===== src/rtl/shift_seq_pkg.sv =====
// Shared types and constants for the shift-register sequencer.
package shift_seq_pkg;

  typedef enum logic [1:0] {
    IDLE  = 2'd0,
    SHIFT = 2'd1,
    GAP   = 2'd2
  } state_e;

  localparam logic [1:0] MODE_HOLD  = 2'b00;
  localparam logic [1:0] MODE_RIGHT = 2'b01;
  localparam logic [1:0] MODE_LEFT  = 2'b10;
  localparam logic [1:0] MODE_LOAD  = 2'b11;

  // Gap counter width: enough to count GAP_CYC cycles, never narrower than 1 bit.
  function automatic int gap_cnt_w(input int gap_cyc);
    return (gap_cyc > 0) ? $clog2(gap_cyc + 1) : 1;
  endfunction

endpackage


===== src/rtl/shift_seq_reg.sv =====
// N-bit universal shift register: hold, shift right, shift left or parallel load.
// Serial fill on both ends is 0.
module shift_seq_reg
  import shift_seq_pkg::*;
#(
  parameter int N = 8
) (
  input  logic         clk,
  input  logic         reset,
  input  logic [1:0]   mode,
  input  logic [N-1:0] d,
  output logic [N-1:0] q
);

  logic [N-1:0] q_d;
  logic [N-1:0] q_q;

  // Next register contents selected by the mode code.
  always_comb begin
    q_d = q_q;
    case (mode)
      MODE_RIGHT: q_d = {1'b0, q_q[N-1:1]};
      MODE_LEFT:  q_d = {q_q[N-2:0], 1'b0};
      MODE_LOAD:  q_d = d;
      default:    q_d = q_q;
    endcase
  end

  // Register storage, cleared on reset.
  always_ff @(posedge clk) begin
    if (reset) begin
      q_q <= '0;
    end else begin
      q_q <= q_d;
    end
  end

  assign q = q_q;

endmodule


===== src/rtl/shift_seq_ctrl.sv =====
// Parallel-to-serial transmit sequencer: accepts a word per handshake, then
// drives the shift register to emit it one bit per cycle, MSB- or LSB-first,
// with stall support and an optional idle gap between words.
module shift_seq_ctrl
  import shift_seq_pkg::*;
#(
  parameter int N       = 8,
  parameter int GAP_CYC = 0
) (
  input  logic         clk,
  input  logic         reset,
  input  logic [N-1:0] in_data,
  input  logic         in_valid,
  output logic         in_ready,
  input  logic         msb_first,
  input  logic         stall,
  output logic         sout,
  output logic         sout_valid,
  output logic         done,
  output logic         busy
);

  localparam int CW = $clog2(N);
  localparam int GW = gap_cnt_w(GAP_CYC);
  localparam logic [CW-1:0] CNT_LAST = CW'(N - 1);
  localparam logic [GW-1:0] GAP_LAST = GW'((GAP_CYC > 0) ? GAP_CYC - 1 : 0);

  state_e         state_q, state_d;
  logic [CW-1:0]  cnt_q, cnt_d;
  logic [GW-1:0]  gap_q, gap_d;
  logic           dir_q, dir_d;
  logic [1:0]     mode;
  logic [N-1:0]   sr_q;
  logic           accept;
  logic           last_bit;

  shift_seq_reg #(.N(N)) u_reg (
    .clk   (clk),
    .reset (reset),
    .mode  (mode),
    .d     (in_data),
    .q     (sr_q)
  );

  // Next-state, counter, shift-mode and handshake decode.
  always_comb begin
    state_d    = state_q;
    cnt_d      = cnt_q;
    gap_d      = gap_q;
    dir_d      = dir_q;
    mode       = MODE_HOLD;
    in_ready   = 1'b0;
    sout_valid = 1'b0;
    done       = 1'b0;
    last_bit   = 1'b0;

    case (state_q)
      IDLE: begin
        in_ready = 1'b1;
      end
      SHIFT: begin
        sout_valid = !stall;
        last_bit   = !stall && (cnt_q == CNT_LAST);
        done       = last_bit;
        // Back-to-back reload is only possible when no gap is configured.
        in_ready   = last_bit && (GAP_CYC == 0);
        if (!stall) begin
          mode  = dir_q ? MODE_LEFT : MODE_RIGHT;
          cnt_d = cnt_q + 1'b1;
        end
        if (last_bit) begin
          cnt_d = '0;
          if (GAP_CYC > 0) begin
            state_d = GAP;
            gap_d   = '0;
          end else begin
            state_d = IDLE;
          end
        end
      end
      GAP: begin
        gap_d = gap_q + 1'b1;
        if (gap_q == GAP_LAST) begin
          state_d = IDLE;
          gap_d   = '0;
        end
      end
      default: begin
        state_d = IDLE;
      end
    endcase

    // A load overrides any shift decided above, including the last-bit reload.
    accept = in_valid && in_ready;
    if (accept) begin
      mode    = MODE_LOAD;
      dir_d   = msb_first;
      cnt_d   = '0;
      state_d = SHIFT;
    end
  end

  // Control state registers.
  always_ff @(posedge clk) begin
    if (reset) begin
      state_q <= IDLE;
      cnt_q   <= '0;
      gap_q   <= '0;
      dir_q   <= 1'b1;
    end else begin
      state_q <= state_d;
      cnt_q   <= cnt_d;
      gap_q   <= gap_d;
      dir_q   <= dir_d;
    end
  end

  assign sout = dir_q ? sr_q[N-1] : sr_q[0];
  assign busy = (state_q != IDLE);

endmodule


===== config.mk =====
export PLATFORM = sky130hd
export DESIGN_NAME = shift_seq_ctrl
export DESIGN_NICKNAME = d
export VERILOG_FILES = /design/src/rtl/shift_seq_pkg.sv /design/src/rtl/shift_seq_reg.sv /design/src/rtl/shift_seq_ctrl.sv
export SDC_FILE = /design/constraint.sdc
export NUM_CORES = 1
export LEC_CHECK = 0
export CAP_MARGIN = 20
export CORE_MARGIN = 2
export CORE_UTILIZATION = 46
export DETAILED_ROUTE_END_ITERATION = 6
export PLACE_DENSITY = 0.76
export SLEW_MARGIN = 5
export SYNTH_ARGS = -nofsm -noshare
export SYNTH_HDL_FRONTEND = slang
export SYNTH_HIERARCHICAL = 1
export SYNTH_SLANG_ARGS = --single-unit

===== constraint.sdc =====
create_clock -name clk -period 2.2 [get_ports clk]
set_input_delay 0.22 -clock clk [delete_from_list [all_inputs] [get_ports clk]]
set_output_delay 0.22 -clock clk [all_outputs]
set_load 0.03 [all_outputs]

==> reports/summary.txt <==
Worst setup EP type: primary output
total grt overflow: 0
Hold Path Depth: 2
max cap viols: 0
first-pass GRT wire length: 2.23 mm
H-tree Lvls: 1
CTS tree: done
Unique masters post-synth: 24
vias in the first global route: 530
Worst R2R Path Depth: 8
outcome: finished clean
Synth top area share: 38.3%
Die Y: 42.4 um
Slew headroom: 78.2%
Syn Area/Cell: 10.1 um2
CTS max path bufs: 2
Final Hold Vio Count: 0
final hold slack: 539 ps
fin util: 66.4%
Root Driver: clkbuf_4
Pwr Total: 518 uW
share of cells above drive strength 1: 9.20%
RSZ-0062 raised after global routing: no
commonest non-fill, non-tap cell in the layout: mux2i_1
antenna-violating nets left: 0
Peak Freq: 499 MHz
Placed Instance Area: 857 um2
Yosys top cell by area: dfxtp_1
DRT Pass-1 Iters: 4
hpwl dp: 993 um
Final Setup Violations: 0
Reg clk slew, reported paths: 80 ps
largest net degree at the start of global routing: 11
CP Data Required Time: 1980 ps
Max FO, Critical Path: 4
# nets final: 103
R2R setup slack: 220 ps
Final Cell Area: 886 um2
post-synth net total: 82
synth-to-layout area growth: 30.4%
Std-Cell Rows: 13
clock sinks: 13
Tightest Pin Transition: 326 ps
DR vias/cell: 5.57
top cells by area, synth: dfxtp_1 (38%), mux2i_1 (25%), o22ai_1 (5.5%)
setup tns final: 0 ps
die area: 1800 um2
n_diodes: 0
initial drt markers: 4
crit path to: done
period utilization: 91.0%
I/O Buffers: 17
Skew-Pair Late Insertion Delay: 270 ps
crit path from: cnt_q[0]$_SDFFE_PP0P_
All-Layer GR Usage: 15.9%
RR Startpoint: cnt_q[0]$_SDFFE_PP0P_
Worst Skew: 0.734 ps
Leak Pwr: 0.367 nW
Final Critical Period: 2000 ps
Yosys reg bits: 13
# DRC: 0
Post-Syn Area: 679 um2
Total Routed Length: 1.26 mm
total core area: 1330 um2
drt wl/cell: 12.4 um
WP data arrival: 1780 ps
Initial Util: 50.9%
CP Class: flip-flop to primary output
most frequent cells in the layout: mux2i_1 (17), clkdlybuf4s50_1 (16), dfxtp_1 (13)
Worst Setup Start Kind: flip-flop
antenna violations before repair: 0
vias: 568
GPL Wtd Cong: 0.720
Post-Syn Instances: 67
sequential-to-total area share from yosys stat: 38.3%
Max IR drop VDD: 0.000317 V
# Post-CTS Setup Buffers: 0
I/O pins: 18
number of synthesis warnings: 6
Hold Path Class: flip-flop to flip-flop
Final Slew Violations: 0
number of CTS-inserted buffers: 3
Power Density: 585 nW/um2
Die Wd: 42.4 um
R2R Path End: u_reg/q[2]$_SDFFE_PP0P_
## cells by family after synthesis
| family | count (synthesis) | share of synthesized area [%] |
|---|---|---|
| DFF | 13 | 38.3 |
| muxes | 18 | 26.7 |
| buffers and inverters | 5 | 4.97 |
| and+or+nand+nor | 15 | 12.5 |
| AOI/OAI and AO/OA | 14 | 13.8 |
| adders and majority gates | 2 | 3.68 |
## metal layers
metal  wire (um)  GRT usage [%]  up-vias
met2         598           27.7       13
met1         605           18.7      265
li1            -              -      288
met3          51           2.59        2
met5           0              0        -
met4           5           7.50        0
## power by group
group	switching (mW)	internal [mW]	leakage [nW]	total, mW
combinational	0.0522	0.0632	0.246	0.115
clock	0.0744	0.0701	0.0150	0.145
sequential	0.0106	0.248	0.106	0.258
total	0.137	0.381	0.367	0.518
## repair_timing
action / CTS / global route
gates resized for setup: 0 / 1
setup endpoints to repair: 0 / 1
hold buffers: 0 / 0
## critical path: stages (launching register included)
cell             delay, ps
dfxtp_1                360
ha_1                   160
ha_1                   190
and2_1                 140
clkdlybuf4s50_1        660
## registers in the layout, summed over array words and instances (netlist names)
register	cells
u_reg/q	8
cnt_q	3
dir_q	1
state_q	1
## worst min-delay path by stage
stage | start | to | slack, ps
global placement | cnt_q[1]$_SDFFE_PP0P_ | cnt_q[1]$_SDFFE_PP0P_ | 530
global route | cnt_q[1]$_SDFFE_PP0P_ | cnt_q[1]$_SDFFE_PP0P_ | 560
detailed placement | cnt_q[1]$_SDFFE_PP0P_ | cnt_q[1]$_SDFFE_PP0P_ | 520
CTS | cnt_q[1]$_SDFFE_PP0P_ | cnt_q[1]$_SDFFE_PP0P_ | 540
finish | cnt_q[1]$_SDFFE_PP0P_ | cnt_q[1]$_SDFFE_PP0P_ | 540
floorplan | reset | state_q[0]$_SDFFE_PP0P_ | 290
## synthesized netlist by cell type
cell type  count
o21ai_0        1
and2_1         1
dfxtp_1       13
nor3_1         3
nor2_1         4
a211oi_1       1
inv_1          1
a21boi_0       1
nand2b_1       3
a21o_1         1
clkbuf_1       1
o21bai_1       1
mux2_1         1
or2_2          1
nand2_1        1
nor4bb_1       1
a21boi_2       1
ha_1           2
buf_6          2
a21oi_1        2
o22ai_1        6
inv_2          1
or4b_1         1
mux2i_1       17
## metrics by stage
stage	setup slack, ps	std cells
final	197	102
after global routing	36.7	102
after CTS	105	102
after detailed placement	175	98
after global placement	208	98
after floorplan	353	67
## final cells by class
type	instances	area [um2]
Fill cell	118	448
Multi-Input combinational cell	49	385
Sequential cell	13	260
Timing Repair Buffer	19	188
Clock buffer	4	26.3
Tap cell	15	18.8
Inverter	2	7.51
No activity file was read; power rests on OpenSTA's default activity.
